File: config.mk
export PLATFORM = sky130hd
export DESIGN_NAME = max7219_chain_display_flat
export DESIGN_NICKNAME = d
export VERILOG_FILES = /design/src/rtl/max7219_chain_display_if.sv /design/src/rtl/max7219_chain_display.sv /design/src/flat_wrapper.sv
export SDC_FILE = /design/constraint.sdc
export NUM_CORES = 1
export LEC_CHECK = 0
export BUFFER_PORTS_ARGS = -buffer_cell sky130_fd_sc_hd__buf_4
export CAP_MARGIN = 20
export CORE_ASPECT_RATIO = 0.6
export CORE_UTILIZATION = 60
export DETAILED_ROUTE_END_ITERATION = 8
export GPL_TIMING_DRIVEN = 0
export PLACE_DENSITY = 0.95
export RECOVER_POWER = 25
export REMOVE_ABC_BUFFERS = 1
export SLEW_MARGIN = 20
export SYNTH_ARGS = -nofsm -noshare
export SYNTH_HDL_FRONTEND = slang
export SYNTH_SLANG_ARGS = --single-unit
File: constraint.sdc
create_clock -name clk -period 7 [get_ports clk]
set_clock_uncertainty 0.1 [all_clocks]
set_input_delay 1.05 -clock clk [delete_from_list [all_inputs] [get_ports clk]]
set_output_delay 1.05 -clock clk [all_outputs]
set_load 0.01 [all_outputs]
File: src/rtl/max7219_chain_display_if.sv
// Frame request/status and SPI pins of max7219_chain_display; master drives pixels/intensity/update.
interface max7219_chain_display_if #(
  parameter int NUM_DEV = 4
);
  logic [64*NUM_DEV-1:0] pixels;
  logic [3:0]            intensity;
  logic                  update;
  logic                  busy;
  logic                  frame_done;
  logic                  sck;
  logic                  mosi;
  logic                  cs;

  modport master (
    output pixels, intensity, update,
    input  busy, frame_done, sck, mosi, cs
  );

  modport slave (
    input  pixels, intensity, update,
    output busy, frame_done, sck, mosi, cs
  );
endinterface

File: src/rtl/max7219_chain_display.sv
// Drives a daisy chain of MAX7219s: 13-write init after reset, then 9-write frames on update.
// Optional MAX7219_AUTO_REFRESH_EN re-sends the last frame 2*CLK_DIV cycles after each completion.
module max7219_chain_display #(
  parameter int         NUM_DEV    = 4,
  parameter int         CLK_DIV    = 4,
  parameter logic [2:0] SCAN_LIMIT = 3'd7
) (
  input  logic                   clk,
  input  logic                   rst,
  max7219_chain_display_if.slave bus
);

  localparam int         NBITS      = 16 * NUM_DEV;
  localparam int         PER        = 2 * CLK_DIV;
  localparam int         BIT_W      = $clog2(NBITS + 1);
  localparam int         DIV_W      = $clog2(PER + 1);
  localparam logic [3:0] INIT_LAST  = 4'd12;
  localparam logic [3:0] FRAME_LAST = 4'd8;

  typedef enum logic [1:0] {ST_INIT, ST_IDLE, ST_FRAME} state_e;
  typedef enum logic [1:0] {SH_LOAD, SH_SHIFT, SH_GAP} shift_e;

  state_e                state_q, state_d;
  shift_e                sh_q, sh_d;
  logic [3:0]            step_q, step_d;
  logic [DIV_W-1:0]      div_q, div_d;
  logic [BIT_W-1:0]      bit_q, bit_d;
  logic [NBITS-1:0]      sr_q, sr_d;
  logic [64*NUM_DEV-1:0] pix_q, pix_d;
  logic [3:0]            inten_q, inten_d;
  logic                  pending_q, pending_d;
  logic                  busy_q, busy_d;
  logic                  done_q, done_d;
  logic                  cs_q, cs_d;
  logic                  sck_q, sck_d;
  logic                  mosi_q, mosi_d;

`ifdef MAX7219_AUTO_REFRESH_EN
  logic                  auto_arm_q, auto_arm_d;
  logic [DIV_W-1:0]      auto_cnt_q, auto_cnt_d;
`endif

  logic [NBITS-1:0]      tx_word;
  logic [7:0]            addr_w;
  logic [7:0]            init_dat;
  logic [2:0]            dig;
  logic                  tx_done;
  logic                  last_step;
  logic                  start_frame;
  logic                  auto_fire;

  // Every device in one transaction gets the same register; device d occupies sr[16d +: 16].
  always_comb begin
    addr_w   = 8'h00;
    init_dat = 8'h00;
    dig      = 3'd0;
    tx_word  = '0;
    if (state_q == ST_INIT) begin
      case (step_q)
        4'd0:    begin addr_w = 8'h0B; init_dat = {5'd0, SCAN_LIMIT}; end
        4'd1:    addr_w = 8'h09;
        4'd2:    begin addr_w = 8'h0C; init_dat = 8'h01; end
        4'd3:    addr_w = 8'h0F;
        4'd4:    begin addr_w = 8'h0A; init_dat = {4'd0, bus.intensity}; end
        default: addr_w = {4'd0, step_q - 4'd4};
      endcase
      for (int d = 0; d < NUM_DEV; d++) tx_word[16*d +: 16] = {addr_w, init_dat};
    end else begin
      addr_w = {4'd0, step_q};
      dig    = step_q[2:0] - 3'd1;
      for (int d = 0; d < NUM_DEV; d++) begin
        if (step_q == 4'd0) tx_word[16*d +: 16] = {8'h0A, 4'd0, inten_q};
        else                tx_word[16*d +: 16] = {addr_w, pix_q[64*d + 8*(7 - int'(dig)) +: 8]};
      end
    end
  end

  always_comb begin
    state_d     = state_q;
    sh_d        = sh_q;
    step_d      = step_q;
    div_d       = div_q;
    bit_d       = bit_q;
    sr_d        = sr_q;
    pix_d       = pix_q;
    inten_d     = inten_q;
    pending_d   = pending_q;
    done_d      = 1'b0;
    tx_done     = 1'b0;
    start_frame = 1'b0;
    auto_fire   = 1'b0;
`ifdef MAX7219_AUTO_REFRESH_EN
    auto_arm_d  = auto_arm_q;
    auto_cnt_d  = auto_cnt_q;
    if (state_q == ST_IDLE && auto_arm_q) begin
      if (auto_cnt_q == DIV_W'(PER - 1)) auto_fire = 1'b1;
      else                               auto_cnt_d = auto_cnt_q + 1'b1;
    end
`endif

    if (state_q != ST_IDLE) begin
      case (sh_q)
        SH_LOAD: begin
          sh_d  = SH_SHIFT;
          div_d = '0;
          bit_d = '0;
          sr_d  = tx_word;
        end
        SH_SHIFT: begin
          if (div_q == DIV_W'(PER - 1)) begin
            div_d = '0;
            if (bit_q == BIT_W'(NBITS - 1)) begin
              sh_d  = SH_GAP;
              bit_d = '0;
            end else begin
              bit_d = bit_q + 1'b1;
              sr_d  = {sr_q[NBITS-2:0], 1'b0};
            end
          end else begin
            div_d = div_q + 1'b1;
          end
        end
        SH_GAP: begin
          if (div_q == DIV_W'(PER - 1)) begin
            div_d   = '0;
            sh_d    = SH_LOAD;
            tx_done = 1'b1;
          end else begin
            div_d = div_q + 1'b1;
          end
        end
        default: sh_d = SH_LOAD;
      endcase
    end

    last_step = (state_q == ST_INIT  && step_q == INIT_LAST) ||
                (state_q == ST_FRAME && step_q == FRAME_LAST);
    if (tx_done) step_d = last_step ? 4'd0 : step_q + 4'd1;

    case (state_q)
      ST_INIT, ST_FRAME: begin
        if (tx_done && last_step) begin
          done_d = (state_q == ST_FRAME);
          if (pending_q || bus.update) start_frame = 1'b1;
          else                         state_d     = ST_IDLE;
        end else if (bus.update) begin
          pending_d = 1'b1;
        end
      end
      ST_IDLE: begin
        if (bus.update || auto_fire) start_frame = 1'b1;
      end
      default: state_d = ST_INIT;
    endcase

`ifdef MAX7219_AUTO_REFRESH_EN
    // Arming after init as well lets refresh run without any update ever arriving.
    if (tx_done && last_step) begin
      auto_arm_d = 1'b1;
      auto_cnt_d = '0;
    end
    if (start_frame) auto_arm_d = 1'b0;
`endif

    if (start_frame) begin
      state_d   = ST_FRAME;
      pending_d = 1'b0;
      pix_d     = bus.pixels;
      inten_d   = bus.intensity;
    end

    busy_d = (state_d != ST_IDLE) || pending_d;
    cs_d   = (sh_d != SH_SHIFT);
    sck_d  = (sh_d == SH_SHIFT) && (div_d >= DIV_W'(CLK_DIV));
    mosi_d = (sh_d == SH_SHIFT) && sr_d[NBITS-1];
  end

  always_ff @(posedge clk) begin
    if (rst) begin
      state_q    <= ST_INIT;
      sh_q       <= SH_LOAD;
      step_q     <= 4'd0;
      div_q      <= '0;
      bit_q      <= '0;
      sr_q       <= '0;
      pix_q      <= '0;
      inten_q    <= 4'd0;
      pending_q  <= 1'b0;
      busy_q     <= 1'b0;
      done_q     <= 1'b0;
      cs_q       <= 1'b1;
      sck_q      <= 1'b0;
      mosi_q     <= 1'b0;
`ifdef MAX7219_AUTO_REFRESH_EN
      auto_arm_q <= 1'b0;
      auto_cnt_q <= '0;
`endif
    end else begin
      state_q    <= state_d;
      sh_q       <= sh_d;
      step_q     <= step_d;
      div_q      <= div_d;
      bit_q      <= bit_d;
      sr_q       <= sr_d;
      pix_q      <= pix_d;
      inten_q    <= inten_d;
      pending_q  <= pending_d;
      busy_q     <= busy_d;
      done_q     <= done_d;
      cs_q       <= cs_d;
      sck_q      <= sck_d;
      mosi_q     <= mosi_d;
`ifdef MAX7219_AUTO_REFRESH_EN
      auto_arm_q <= auto_arm_d;
      auto_cnt_q <= auto_cnt_d;
`endif
    end
  end

  assign bus.busy       = busy_q;
  assign bus.frame_done = done_q;
  assign bus.cs         = cs_q;
  assign bus.sck        = sck_q;
  assign bus.mosi       = mosi_q;

endmodule

File: src/flat_wrapper.sv
// flat-port wrapper written by rule: the top's interface ports become plain ports
module max7219_chain_display_flat 
#(
  parameter int         NUM_DEV    = 4,
  parameter int         CLK_DIV    = 4,
  parameter logic [2:0] SCAN_LIMIT = 3'd7
)
  (clk, rst, bus_pixels, bus_intensity, bus_update, bus_busy, bus_frame_done, bus_sck, bus_mosi, bus_cs);
  max7219_chain_display_if #(.NUM_DEV(NUM_DEV)) bus_i ();
  input  logic clk;
  input  logic rst;
  input wire logic [$bits(bus_i.pixels)-1:0] bus_pixels;
  input wire logic [$bits(bus_i.intensity)-1:0] bus_intensity;
  input wire logic [$bits(bus_i.update)-1:0] bus_update;
  output wire logic [$bits(bus_i.busy)-1:0] bus_busy;
  output wire logic [$bits(bus_i.frame_done)-1:0] bus_frame_done;
  output wire logic [$bits(bus_i.sck)-1:0] bus_sck;
  output wire logic [$bits(bus_i.mosi)-1:0] bus_mosi;
  output wire logic [$bits(bus_i.cs)-1:0] bus_cs;
  assign bus_i.pixels = bus_pixels;
  assign bus_i.intensity = bus_intensity;
  assign bus_i.update = bus_update;
  assign bus_busy = bus_i.busy;
  assign bus_frame_done = bus_i.frame_done;
  assign bus_sck = bus_i.sck;
  assign bus_mosi = bus_i.mosi;
  assign bus_cs = bus_i.cs;
  max7219_chain_display #(.NUM_DEV(NUM_DEV), .CLK_DIV(CLK_DIV), .SCAN_LIMIT(SCAN_LIMIT)) u_core (.clk(clk), .rst(rst), .bus(bus_i));
endmodule
==> results.toml <==
[run_status]
status = "finished, violations left"
violations = "capacitance limit, slew limit"

[die]
fp-row-count = 44
start_util_pct = 62.0
die_h_um = 125
die-width_um = 207
core_um2 = 24500
die-area_um2 = 26000
ios = 268

[synth]
synth-main-ff-cell = "dfxtp_1"
syn_area_um2 = 15200
synth_edf_count = 0
ys_seq_area_share_pct = 46.0
ys_seq_elements = 349
synth.distinct_cells = 60
ys_warn_count = 0
synthCells = 1848
syn_avg_cell_area_um2 = 8.22
async_flop_share_pct = 0

[layout]
num-fill-cells = 1645
utilization_pct = 75.3
final_net_count = 2300
areaGrowthSynthToFinish_pct = 21.5
fin_area_um2 = 18500
drive_gt1_share_pct = 19.6
antenna_cells = 0

[worst_setup_path]
timing.rr.start = "u_core.step_q[0]"
rrSetupSlack_ns = 2.10
cp.arrival_ns = 5.25
cp.required_ns = 7.34
start_kind = "flop"
crit_end = "u_core.sr_q[19]"
reg2reg_to = "u_core.sr_q[19]"
cp_max_fo = 56
worstSetupStartpoint = "u_core.step_q[0]"
endpoint_kind = "flop"
r2r_cells = 8
crit_type = "reg2reg"

[timing]
maxSlewViolCount = 80
rsz0062_at_grt = "no"
final-setup-viol-count = 0
final.setup.tns_ns = 0
hold_violations = 0
fin_crit_sh_pct = 70.0
max_freq_mhz = 204
min_period_ns = 4.90
maxSlewHeadroom_pct = -53.3
worst_slew_pin_slew_ns = 2.30
hold_ws_ns = 0.353

[global_route]
grt_max_degree = 132
track_usage_pct = 31.3
antenna_found_initial = 0
gr-total-overflow = 0
grt_pass1_vias = 13438
grt_pass1_wl_mm = 67.1

[pwr]
cellLeakagePower_nw = 6.48
power.total_mw = 4.24
p_per_area_nw_per_um2 = 230
ir_drop_v = 0.000179

[clock_tree]
cts_buffer_depth = 3
clock_sinks = 349
htree_levels = 1
clk_latency_ns = 0.58
numCtsBuffers = 31
cts-hold-fix-buffers = 0
cts_resized = 0
cts_setup_buffers = 0
cts-root-buf = "clkbuf_16"
cts_tree = "done"
path_clk_slew_ns = 0.07

[detailed_routing]
wl_mm = 41.6
drtIter0Drc = 1504
dr.pass1.iters = 6
routedWlPerCell_um = 17.6
viasPerCell = 6.01
vias = 14228
drc_errors = 0
ant_nets = 0

[place]
io_buffer_count = 267
dpl.hpwl_mm = 27.4
postPlaceCellArea_um2 = 17400
place_congestion = 0.852

[job]
drv_cap = 3

[min_path]
hold_path.class = "reg2reg"
logic make-up after synthesis:
group	count (synthesis)	share of synthesized area (%)
buffers and inverters	160	5.22
adders and majority gates	15	1.24
xor gates and xnor gates	2	0.115
AOI/OAI and AO/OA	456	17.3
and+or+nand+nor	782	20.6
DFF	349	46.0
muxes	84	9.54
power breakdown:
part / internal (mW) / switching, mW / total, mW
Combinational: 0.189 / 0.216 / 0.405
Sequential: 2.04 / 0.0309 / 2.08
Clock: 0.994 / 0.761 / 1.76
routing by layer:
layer	part of all wire, %	vias to the layer above	global-route usage [%]	routed length [µm]
met4	2.3	0	8.91	955
met1	42	6734	42.1	17300
met5	0	-	0	0
met2	47	729	50.9	19400
met3	9.5	88	7.01	3940
li1	-	6677	-	-
cell type report:
| type | count | area, µm² | share of cell area, % |
|---|---|---|---|
| Clock buffer | 43 | 881 | 4.77 |
| Clock inverter | 12 | 168 | 0.909 |
| Timing Repair Buffer | 291 | 2500 | 13.6 |
| Sequential cell | 349 | 6990 | 37.9 |
| Tap cell | 322 | 403 | 2.18 |
| Multi-Input combinational cell | 1339 | 7470 | 40.5 |
| Inverter | 10 | 37.5 | 0.203 |
metrics by stage:
stage,instances,worst slack [ns]
4_1_cts,2366,3.51
5_1_grt,2366,1.81
2_1_floorplan,1698,-1.23
3_5_place_dp,2311,3.54
3_3_place_gp,2287,-4.59
6_report,2366,2.10
flip-flops by register name, indices dropped and copies added (netlist names), named ones only:
signal                 count
u_core.bus.cs              1
u_core.bus.sck             1
u_core.step_q              4
u_core.div_q               2
u_core.bit_q               7
u_core.bus.frame_done      1
u_core.pix_q             256
u_core.inten_q             4
u_core.state_q             2
u_core.pending_q           1
u_core.sr_q               64
u_core.sh_q                2
u_core.bus.busy            1
u_core.bus.mosi            1
critical path, stage by stage, from the launching register on:
cell      delay [ns]
dfxtp_1         1.87
inv_1           0.42
ha_1            1.01
buf_16          0.31
mux4_2          0.36
nand2_1         0.09
nand2_1         0.12
a22oi_1         0.30
a211oi_1        0.15
synth_stat cells, drive strengths merged, types with 10 or more instances:
| master | count | area share, % |
|---|---|---|
| inv | 10 | 0.25 |
| dfxtp | 349 | 46 |
| a21o | 16 | 0.79 |
| mux2i | 33 | 2.2 |
| mux4 | 48 | 7.1 |
| nand3 | 55 | 1.8 |
| a22oi | 21 | 1.0 |
| nor2 | 90 | 2.3 |
| clkbuf | 75 | 1.9 |
| o2111ai | 16 | 0.92 |
| a211oi | 20 | 0.99 |
| nor3 | 15 | 0.53 |
| ha | 15 | 1.2 |
| a21oi | 305 | 10 |
| buf | 75 | 3.1 |
| o21ai | 45 | 1.5 |
| nand2 | 596 | 15 |
| a311oi | 13 | 0.75 |
how the worst min path moves through the flow:
stage	startpoint	cells past startpoint	slack (ns)	endpoint
after floorplan	u_core.pix_q[100]	2	0.33	u_core.pix_q[100]
after global placement	u_core.pix_q[4]	2	0.34	u_core.pix_q[4]
after detailed placement	u_core.pix_q[183]	2	0.34	u_core.pix_q[183]
after CTS	u_core.pix_q[62]	2	0.35	u_core.pix_q[62]
after global routing	u_core.pix_q[213]	2	0.37	u_core.pix_q[213]
final	u_core.pix_q[184]	2	0.35	u_core.pix_q[184]
cell usage in the layout, fill, tap and decap left out, drive strengths merged, types with 15 or more instances in the layout:
cell / netlist / final
clkbuf: 75 / 48
nor3: 15 / 15
o2111ai: 16 / 16
nand3: 55 / 55
mux4: 48 / 48
a211oi: 20 / 20
dfxtp: 349 / 349
mux2i: 33 / 33
nor2: 90 / 90
a22oi: 21 / 21
a21o: 16 / 16
a21oi: 305 / 305
o21ai: 45 / 45
ha: 15 / 15
buf: 75 / 286
nand2: 596 / 596
(Power assumes the default switching activity.)
